$ cat src/rtl/rf_writeback_arbiter_if.sv
`default_nettype none
// ============================================================================
// Module  : rf_writeback_arbiter_if
// Purpose : Bundles the two writeback producers and the register-file write
//           port of rf_writeback_arbiter.
// Rev     : 1.0  initial release
// ============================================================================
interface rf_writeback_arbiter_if #(
    parameter int NUM_REGS = 16,
    parameter int ADDR_W   = 4,
    parameter int DATA_W   = 64,
    parameter int DEPTH    = 2
);
    localparam int CNT_W = $clog2(DEPTH) + 1;

    logic                a_valid;
    logic                a_ready;
    logic [ADDR_W-1:0]   a_addr;
    logic [DATA_W-1:0]   a_data;
    logic                b_valid;
    logic                b_ready;
    logic [ADDR_W-1:0]   b_addr;
    logic [DATA_W-1:0]   b_data;
    logic                write_en;
    logic [ADDR_W-1:0]   waddr;
    logic [DATA_W-1:0]   wdata;
    logic [NUM_REGS-1:0] pending_mask;
    logic [CNT_W-1:0]    a_count;
    logic [CNT_W-1:0]    b_count;

    modport master (
        output a_valid, a_addr, a_data, b_valid, b_addr, b_data,
        input  a_ready, b_ready, write_en, waddr, wdata, pending_mask, a_count, b_count
    );

    modport slave (
        input  a_valid, a_addr, a_data, b_valid, b_addr, b_data,
        output a_ready, b_ready, write_en, waddr, wdata, pending_mask, a_count, b_count
    );
endinterface
`default_nettype wire

$ cat src/rtl/rf_writeback_arbiter.sv
`default_nettype none
// ============================================================================
// Module  : rf_writeback_arbiter
// Purpose : Two per-source in-order FIFOs, round-robin merged onto one
//           registered register-file write port, with a pending-write mask.
// Rev     : 1.0  initial release
// ============================================================================
module rf_writeback_arbiter #(
    parameter int NUM_REGS = 16,
    parameter int ADDR_W   = 4,
    parameter int DATA_W   = 64,
    parameter int DEPTH    = 2
) (
    input  wire logic              clk,
    input  wire logic              reset_n,
    rf_writeback_arbiter_if.slave  bus
);
    localparam int   PTR_W    = $clog2(DEPTH);
    localparam int   CNT_W    = PTR_W + 1;
    localparam logic c_SIDE_A = 1'b0;
    localparam logic c_SIDE_B = 1'b1;

    logic [ADDR_W-1:0] r_a_addr [DEPTH];
    logic [DATA_W-1:0] r_a_data [DEPTH];
    logic [ADDR_W-1:0] r_b_addr [DEPTH];
    logic [DATA_W-1:0] r_b_data [DEPTH];
    logic [PTR_W-1:0]  r_a_wr, r_a_rd, r_b_wr, r_b_rd;
    logic [CNT_W-1:0]  r_a_cnt, r_b_cnt;
    logic              r_rr_last;
    logic              r_we;
    logic [ADDR_W-1:0] r_waddr;
    logic [DATA_W-1:0] r_wdata;

    logic              w_a_ready, w_b_ready;
    logic              w_a_push, w_b_push;
    logic              w_a_ne, w_b_ne;
    logic              w_pop_a, w_pop_b;
    logic [ADDR_W-1:0] w_head_addr;
    logic [DATA_W-1:0] w_head_data;
    logic [NUM_REGS-1:0] w_pend;

    // Slot idx holds a live entry when its distance from the read pointer is below the count.
    function automatic logic slot_live(input logic [PTR_W-1:0] idx,
                                       input logic [PTR_W-1:0] rd,
                                       input logic [CNT_W-1:0] cnt);
        logic [PTR_W-1:0] off;
        off = idx - rd;
        return ({1'b0, off} < cnt);
    endfunction

    assign w_a_ready = (r_a_cnt != CNT_W'(DEPTH));
    assign w_b_ready = (r_b_cnt != CNT_W'(DEPTH));
    assign w_a_push  = bus.a_valid && w_a_ready;
    assign w_b_push  = bus.b_valid && w_b_ready;
    assign w_a_ne    = (r_a_cnt != '0);
    assign w_b_ne    = (r_b_cnt != '0);
    assign w_pop_a   = w_a_ne && (!w_b_ne || (r_rr_last == c_SIDE_B));
    assign w_pop_b   = w_b_ne && !w_pop_a;

    assign w_head_addr = w_pop_a ? r_a_addr[r_a_rd] : r_b_addr[r_b_rd];
    assign w_head_data = w_pop_a ? r_a_data[r_a_rd] : r_b_data[r_b_rd];

    // Entry storage is deliberately not reset; pointers and counts define validity.
    always_ff @(posedge clk) begin
        if (w_a_push) begin
            r_a_addr[r_a_wr] <= bus.a_addr;
            r_a_data[r_a_wr] <= bus.a_data;
        end
        if (w_b_push) begin
            r_b_addr[r_b_wr] <= bus.b_addr;
            r_b_data[r_b_wr] <= bus.b_data;
        end
    end

    always_ff @(posedge clk or negedge reset_n) begin
        if (!reset_n) begin
            r_a_wr    <= '0;
            r_a_rd    <= '0;
            r_a_cnt   <= '0;
            r_b_wr    <= '0;
            r_b_rd    <= '0;
            r_b_cnt   <= '0;
            r_rr_last <= c_SIDE_B;
            r_we      <= 1'b0;
            r_waddr   <= '0;
            r_wdata   <= '0;
        end else begin
            if (w_a_push) r_a_wr <= r_a_wr + PTR_W'(1);
            if (w_b_push) r_b_wr <= r_b_wr + PTR_W'(1);
            if (w_pop_a)  r_a_rd <= r_a_rd + PTR_W'(1);
            if (w_pop_b)  r_b_rd <= r_b_rd + PTR_W'(1);

            case ({w_a_push, w_pop_a})
                2'b10:   r_a_cnt <= r_a_cnt + CNT_W'(1);
                2'b01:   r_a_cnt <= r_a_cnt - CNT_W'(1);
                default: r_a_cnt <= r_a_cnt;
            endcase
            case ({w_b_push, w_pop_b})
                2'b10:   r_b_cnt <= r_b_cnt + CNT_W'(1);
                2'b01:   r_b_cnt <= r_b_cnt - CNT_W'(1);
                default: r_b_cnt <= r_b_cnt;
            endcase

            // Priority only rotates when both heads competed.
            if (w_a_ne && w_b_ne)
                r_rr_last <= w_pop_a ? c_SIDE_A : c_SIDE_B;

            r_we <= w_pop_a || w_pop_b;
            if (w_pop_a || w_pop_b) begin
                r_waddr <= w_head_addr;
                r_wdata <= w_head_data;
            end
        end
    end

    always_comb begin
        w_pend = '0;
        for (int i = 0; i < DEPTH; i++) begin
            if (slot_live(PTR_W'(i), r_a_rd, r_a_cnt)) w_pend[r_a_addr[i]] = 1'b1;
            if (slot_live(PTR_W'(i), r_b_rd, r_b_cnt)) w_pend[r_b_addr[i]] = 1'b1;
        end
        if (r_we) w_pend[r_waddr] = 1'b1;
    end

    assign bus.a_ready      = w_a_ready;
    assign bus.b_ready      = w_b_ready;
    assign bus.a_count      = r_a_cnt;
    assign bus.b_count      = r_b_cnt;
    assign bus.write_en     = r_we;
    assign bus.waddr        = r_waddr;
    assign bus.wdata        = r_wdata;
    assign bus.pending_mask = w_pend;
endmodule
`default_nettype wire
$ cat src/flat_wrapper.sv
// flat-port wrapper written by rule: the top's interface ports become plain ports
module rf_writeback_arbiter_flat 
#(
    parameter int NUM_REGS = 16,
    parameter int ADDR_W   = 4,
    parameter int DATA_W   = 64,
    parameter int DEPTH    = 2
)
  (clk, reset_n, bus_a_valid, bus_a_addr, bus_a_data, bus_b_valid, bus_b_addr, bus_b_data, bus_a_ready, bus_b_ready, bus_write_en, bus_waddr, bus_wdata, bus_pending_mask, bus_a_count, bus_b_count);
  rf_writeback_arbiter_if #(.NUM_REGS(NUM_REGS), .ADDR_W(ADDR_W), .DATA_W(DATA_W), .DEPTH(DEPTH)) bus_i ();
  input  wire logic clk;
  input  wire logic reset_n;
  input wire logic [$bits(bus_i.a_valid)-1:0] bus_a_valid;
  input wire logic [$bits(bus_i.a_addr)-1:0] bus_a_addr;
  input wire logic [$bits(bus_i.a_data)-1:0] bus_a_data;
  input wire logic [$bits(bus_i.b_valid)-1:0] bus_b_valid;
  input wire logic [$bits(bus_i.b_addr)-1:0] bus_b_addr;
  input wire logic [$bits(bus_i.b_data)-1:0] bus_b_data;
  output wire logic [$bits(bus_i.a_ready)-1:0] bus_a_ready;
  output wire logic [$bits(bus_i.b_ready)-1:0] bus_b_ready;
  output wire logic [$bits(bus_i.write_en)-1:0] bus_write_en;
  output wire logic [$bits(bus_i.waddr)-1:0] bus_waddr;
  output wire logic [$bits(bus_i.wdata)-1:0] bus_wdata;
  output wire logic [$bits(bus_i.pending_mask)-1:0] bus_pending_mask;
  output wire logic [$bits(bus_i.a_count)-1:0] bus_a_count;
  output wire logic [$bits(bus_i.b_count)-1:0] bus_b_count;
  assign bus_i.a_valid = bus_a_valid;
  assign bus_i.a_addr = bus_a_addr;
  assign bus_i.a_data = bus_a_data;
  assign bus_i.b_valid = bus_b_valid;
  assign bus_i.b_addr = bus_b_addr;
  assign bus_i.b_data = bus_b_data;
  assign bus_a_ready = bus_i.a_ready;
  assign bus_b_ready = bus_i.b_ready;
  assign bus_write_en = bus_i.write_en;
  assign bus_waddr = bus_i.waddr;
  assign bus_wdata = bus_i.wdata;
  assign bus_pending_mask = bus_i.pending_mask;
  assign bus_a_count = bus_i.a_count;
  assign bus_b_count = bus_i.b_count;
  rf_writeback_arbiter #(.NUM_REGS(NUM_REGS), .ADDR_W(ADDR_W), .DATA_W(DATA_W), .DEPTH(DEPTH)) u_core (.clk(clk), .reset_n(reset_n), .bus(bus_i));
endmodule
$ cat config.mk
export PLATFORM = sky130hd
export DESIGN_NAME = rf_writeback_arbiter_flat
export DESIGN_NICKNAME = d
export VERILOG_FILES = /design/src/rtl/rf_writeback_arbiter_if.sv /design/src/rtl/rf_writeback_arbiter.sv /design/src/flat_wrapper.sv
export SDC_FILE = /design/constraint.sdc
export NUM_CORES = 1
export LEC_CHECK = 0
export BUFFER_PORTS_ARGS = -buffer_cell sky130_fd_sc_hd__buf_2
export CAP_MARGIN = 40
export CORE_UTILIZATION = 61
export DETAILED_ROUTE_END_ITERATION = 6
export PLACE_DENSITY = 0.9
export SKIP_CTS_REPAIR_TIMING = 1
export SLEW_MARGIN = 20
export SYNTH_ARGS = -nofsm -noshare
export SYNTH_HDL_FRONTEND = slang
export SYNTH_SLANG_ARGS = --single-unit
export TNS_END_PERCENT = 5
$ cat constraint.sdc
create_clock -name clk -period 6.9 [get_ports clk]
set_input_delay 0.69 -clock clk [delete_from_list [all_inputs] [get_ports clk]]
set_output_delay 0.69 -clock clk [all_outputs]
set_load 0.1 [all_outputs]
==> results of run 1 <==
per-stage QoR:
step	util	hold slack [ps]
after global routing	0.747	58.6
after floorplan	-	394
after detailed placement	0.690	511
final	0.747	56.2
after CTS	0.745	42.7
after global placement	0.683	506
sequential cells by signal, summed over array words and instances, names as in the netlist:
register	flops
u_core.r_a_data	128
u_core.r_b_rd	1
u_core.r_rr_last	1
u_core.r_b_wr	1
u_core.bus.b_count	2
u_core.r_b_addr	8
u_core.r_a_rd	1
u_core.bus.wdata	64
u_core.r_b_data	128
u_core.bus.write_en	1
u_core.bus.waddr	4
u_core.r_a_addr	8
u_core.bus.a_count	2
u_core.r_a_wr	1
worst paths after layout:
path                                               end  slack, ps  cells past startpoint             startpoint
max in group asynchronous             u_core.r_rr_last       5870                      3                reset_n
worst max-delay path               bus_pending_mask[4]       3550                      5  u_core.bus.a_count[0]
worst min-delay path              u_core.bus.wdata[56]         60                      1                reset_n
worst max register to register   u_core.bus.b_count[1]       4250                      7  u_core.bus.b_count[1]
min in group clk                u_core.r_a_data[1][20]        350                      1         bus_a_data[20]
worst min register to register    u_core.bus.wdata[15]        530                      1   u_core.bus.wdata[15]
cells by family after synthesis:
kind of cell	after synthesis	share of synthesized area
DFF	350	0.713
AOI/OAI and AO/OA	231	0.102
muxes	132	0.0978
xor gates and xnor gates	11	0.00679
buffers and inverters	65	0.0240
and+or+nand+nor	167	0.0553
adders and majority gates	2	0.00176
synth_stat cells (all sizes together), types with 10 or more instances:
master / count / share of area
o21ai: 60 / 0.021
nand2b: 10 / 0.0044
nand2: 86 / 0.023
nand3: 19 / 0.0067
o211a: 13 / 0.0092
clkbuf: 22 / 0.0058
edfxtp: 272 / 0.58
a21oi: 59 / 0.022
mux2: 54 / 0.043
o22ai: 68 / 0.031
buf: 35 / 0.016
dfrtp: 77 / 0.14
nor2: 19 / 0.0054
mux2i: 78 / 0.055
layout make-up:
cell class / count / area [um2]
sequential: 350 / 10100
fill: 1379 / 5750
multi-input combinational: 543 / 3770
timing repair buffer: 248 / 1430
clock buffer: 52 / 1040
tap: 285 / 357
clock inverter: 13 / 195
inverter: 8 / 30.0
antenna: 7 / 17.5
critical path: stages, from the launching register on:
cell and delay, ps:
dfrtp_1 610, nor2b_2 330, nor2_1 110, or4_1 510, nand4_1 140, buf_2 440
routing by layer:
metal	global-route usage	share of wire	up-vias
met1	0.387	0.39	4659
met3	0.0653	0.077	94
met4	0.135	0.038	6
met5	0	0.00095	-
li1	-	-	4160
met2	0.500	0.49	478
cell usage in the layout, fill, tap and decap left out, types with 5 or more instances in the layout:
cell | synthesis | final
a211o_1 | 7 | 7
a21oi_1 | 58 | 58
buf_2 | 23 | 229
buf_4 | 4 | 10
bufinv_16 | 0 | 5
clkbuf_1 | 22 | 9
clkbuf_16 | 0 | 37
clkbuf_8 | 0 | 6
dfrtp_1 | 77 | 75
diode_2 | 0 | 7
edfxtp_1 | 272 | 272
inv_1 | 7 | 7
mux2_2 | 54 | 54
mux2i_1 | 78 | 78
nand2_1 | 86 | 86
nand2b_1 | 10 | 10
nand3_1 | 19 | 19
nand3b_1 | 5 | 5
nand4_1 | 5 | 5
nor2_1 | 17 | 15
nor2b_1 | 5 | 5
o211a_1 | 13 | 13
o211ai_1 | 6 | 6
o21ai_0 | 39 | 39
o21ai_1 | 21 | 21
o22ai_1 | 67 | 67
xnor2_1 | 8 | 8
==> qor.yml, run 1 <==
timing:
  report.final.hold_viol_count: 0
  timing.slew.headroom: 0.451
  max_freq_mhz: 299
  timing.final.setup_violations: 0
  final_critical_path_setup_slack_ps: 3550
  timing.setup.tns_ps: 0
  slew_viol_final: 0
  fin_crit_ps: 3350
  finClkSkew_ps: 13.3
  period_share: 0.485
  worst-slew-pin-transition_ps: 824
  rsz_0062_raised_after_global_routing: "false"
place:
  post-place-cells: 1432
  port_buffers: 230
  dpl_worst_slack_ps: 4140
  hpwl_um: 22200
  dpl_cell_area_um2: 15700
  routabilityCongestion: 0.878
global_routing:
  first_global_vias: 9825
  grt_max_degree: 88
  grt_antenna_before_repair: 9
  grt_pass1_wl_um: 54200
  grt_overflow_total: 0
  grtUsageTotal: 0.302
final_layout:
  syn2layout_area_growth_pct: 19.5
  stdcell_area_um2: 17000
  final_layout_size_suffix_gt1_frac: 0.308
  layoutNonFillerInstCount: 1506
  layout.nets: 1329
min_path:
  min-delay-path-class: "input port to asynchronous set/reset pin"
cts:
  cts_num_sinks: 350
  clkTransAtPathRegs_ps: 60
  h-tree-depth: 2
  tritoncts_clock_tree: "yes"
  clkLatencyLatePin_ps: 520
  cts-buffers-inserted: 36
  clk_path_buf_depth: 3
  root_buffer: "clkbuf_16"
yosys:
  postSynthAreaPerCell_um2: 14.8
  synth.cell_area_um2: 14200
  seq_area_frac_synth: 0.713
  synth_enable_flop_cells: 272
  syn_inst: 958
  yosys_most_used_dff: "edfxtp_1"
  synth_seq_cells: 350
  post_synth_num_cell_types: 55
  postSynth.asyncResetShare: 0.223
  warnings_from_yosys: 0
  postSynthNetCount: 1100
worst_setup_path:
  crit_path_start_kind: "flop"
  critical_path.endpoint_type: "output port"
  cp_max_fo: 8
  crit_required_ps: 6210
  worst-setup-path-type: "flop to output port"
  worst_ep_arrival_time_ps: 2660
run:
  maxCapViolCount: 0
floorplanning:
  chipWidth_um: 155
  design.core.area_um2: 22700
  io_pins: 231
  floorplan.die_area_um2: 23900
  floorplan.rows: 55
  initial_core_util: 0.625
  die_h_um: 155
route:
  detailroute.via_count: 9397
  routed_wire_length_per_instance_um: 23.6
  wirelength_um: 35600
  routed_via_density: 6.24
  ant_nets: 0
  drtIter0Drc: 774
  drc: 0
  drtPass1Iterations: 5
outcome:
  status: "completed"
Power of run 1 is left out: the tool's default activity adds up to more than one toggle a clock period on the data nets, which glitch-free logic cannot reach.
==> run 2, diff against run 1 <==
Settings changed: CORE_UTILIZATION 61 to 56, PLACE_DENSITY 0.9 to 0.84.
Clock period 6.9 ns to 3.3 ns, I/O delays scaled along.
==> qor.yml, run 2 (synthesized netlist as in run 1, its figures left out) <==
floorplanning:
  initial_core_util: 0.577  # -0.0482
  design.core.area_um2: 24600  # +8.3%
  io_pins: 231  # unchanged
  floorplan.die_area_um2: 26000  # +8.8%
  chipWidth_um: 161  # +4.3%
  floorplan.rows: 57  # +3.6%
  die_h_um: 161  # +4.3%
final_layout:
  layout.cells.most_common_list: "edfxtp_1, buf_2, nand2_1, mux2i_1, dfrtp_1"
  stdcell_area_um2: 17300  # +1.7%
  finish.utilization: 0.701  # -0.0455
  syn2layout_area_growth_pct: 21.6
  final_layout_size_suffix_gt1_frac: 0.296  # -0.0118
  mostFrequentLayoutCell: "edfxtp_1"
  layout.nets: 1374  # +3.4%
timing:
  report.final.hold_viol_count: 0  # unchanged
  timing.final.setup_violations: 0  # unchanged
  timing.slew.headroom: 0.488  # +0.0372
  fin_crit_ps: 3000
  slew_viol_final: 0  # unchanged
  period_share: 0.908
  finClkSkew_ps: 35.5  # +22.2 ps
  rsz_0062_raised_after_global_routing: "false"
  worst-slew-pin-transition_ps: 768  # -55.8 ps
  max_freq_mhz: 334
worst_setup_path:
  crit-reg2reg-launch: "u_core.bus.a_count[0]"
  launching_instance_or_port_of_the_critical_path: "u_core.bus.a_count[0]"
  cp_max_fo: 8  # unchanged
  critical_path.endpoint_type: "output port"
  crit_required_ps: 2970  # -3240 ps
  worst_ep_arrival_time_ps: 2670  # about the same
  crit_path_start_kind: "flop"
  worst-setup-path-type: "flop to output port"
place:
  routabilityCongestion: 0.875  # -0.33%
  port_buffers: 230  # unchanged
  hpwl_um: 22000  # -0.92%
  dpl_cell_area_um2: 15700  # +0.19%
cts:
  h-tree-depth: 2  # unchanged
  clk_path_buf_depth: 3  # unchanged
  clkTransAtPathRegs_ps: 60  # about the same
  cts_num_sinks: 350  # unchanged
  root_buffer: "clkbuf_16"
  clkLatencyLatePin_ps: 520  # about the same
  tritoncts_clock_tree: "yes"
  cts-buffers-inserted: 36  # unchanged
route:
  drc: 0  # unchanged
  detailroute.via_count: 9538  # +1.5%
  ant_nets: 0  # unchanged
  routed_wire_length_per_instance_um: 22.9  # -3.2%
  wirelength_um: 36300  # +2.0%
  routed_via_density: 6.01  # -3.7%
  drtPass1Iterations: 7  # +2
  drtIter0Drc: 911  # +18%
global_routing:
  grt_max_degree: 83  # -5.7%
  grtUsageTotal: 0.269  # -0.0334
  grt_antenna_before_repair: 4  # -5
  grt_overflow_total: 0  # unchanged
  grt_pass1_wl_um: 53000  # -2.3%
  first_global_vias: 9594  # -2.4%
min_path:
  holdCritStartpoint: "bus_a_data[18]"
  min-delay-path-class: "input port to flop"
run:
  maxCapViolCount: 0  # unchanged
outcome:
  status: "completed"
run 2: cell types whose count changed in the layout (fill, tap and decap cells not counted), moves of 3 or more:
| cell | previous run | this run |
|---|---|---|
| buf_16 | 4 | 1 |
| buf_4 | 10 | 15 |
| bufinv_16 | 5 | 1 |
| clkbuf_1 | 9 | 12 |
| clkinv_1 | 2 | 5 |
| diode_2 | 7 | 4 |
| dlygate4sd3_1 | 0 | 43 |
run 2: area by class of cell:
| type | instances | area, um2 |
|---|---|---|
| antenna | 4 | 10.0 |
| clock buffer | 52 | 1000 |
| clock inverter | 13 | 98.8 |
| fill | 1623 | 7350 |
| inverter | 8 | 30.0 |
| multi-input combinational | 543 | 3770 |
| sequential | 350 | 10100 |
| tap | 324 | 405 |
| timing repair buffer | 293 | 1810 |
run 2: worst paths after layout:
kind	endpoint	slack (ps)	cells past startpoint
worst max-delay path	bus_pending_mask[4]	300	5
worst min register to register	u_core.bus.wdata[23]	520	1
worst max register to register	u_core.r_a_data[0][31]	1020	4
worst min-delay path	u_core.r_a_data[1][18]	10	1
max in group asynchronous	u_core.bus.wdata[26]	2100	3
min in group asynchronous	u_core.bus.wdata[8]	410	2
run 2: per-layer routing:
layer / wire, um / up-vias / share of wire / GRT usage
met3: 2860 / 61 / 0.079 / 0.0555
li1: - / 4268 / - / -
met4: 832 / 0 / 0.023 / 0.0999
met2: 18100 / 511 / 0.50 / 0.436
met1: 14500 / 4698 / 0.40 / 0.362
met5: 0 / - / 0 / 0
run 2: worst max-delay path, stage by stage (launching register included):
cell and delay, ps:
dfrtp_1 650, nor2b_2 320, nor2_1 90, or4_1 530, nand4_1 140, buf_2 440
run 2: through the flow:
| stage | cells | setup TNS, ps | hold WS, ps | setup WS [ps] |
|---|---|---|---|---|
| 2_1_floorplan | 958 | -4800 | 34.4 | -70.3 |
| 3_3_place_gp | 1473 | 0 | 405 | 950 |
| 3_5_place_dp | 1474 | 0 | 414 | 871 |
| 4_1_cts | 1539 | 0 | -116 | 338 |
| 5_1_grt | 1587 | 0 | -4.27 | 238 |
| 6_report | 1587 | 0 | 10.7 | 305 |
Power of run 2 is left out for the same reason.
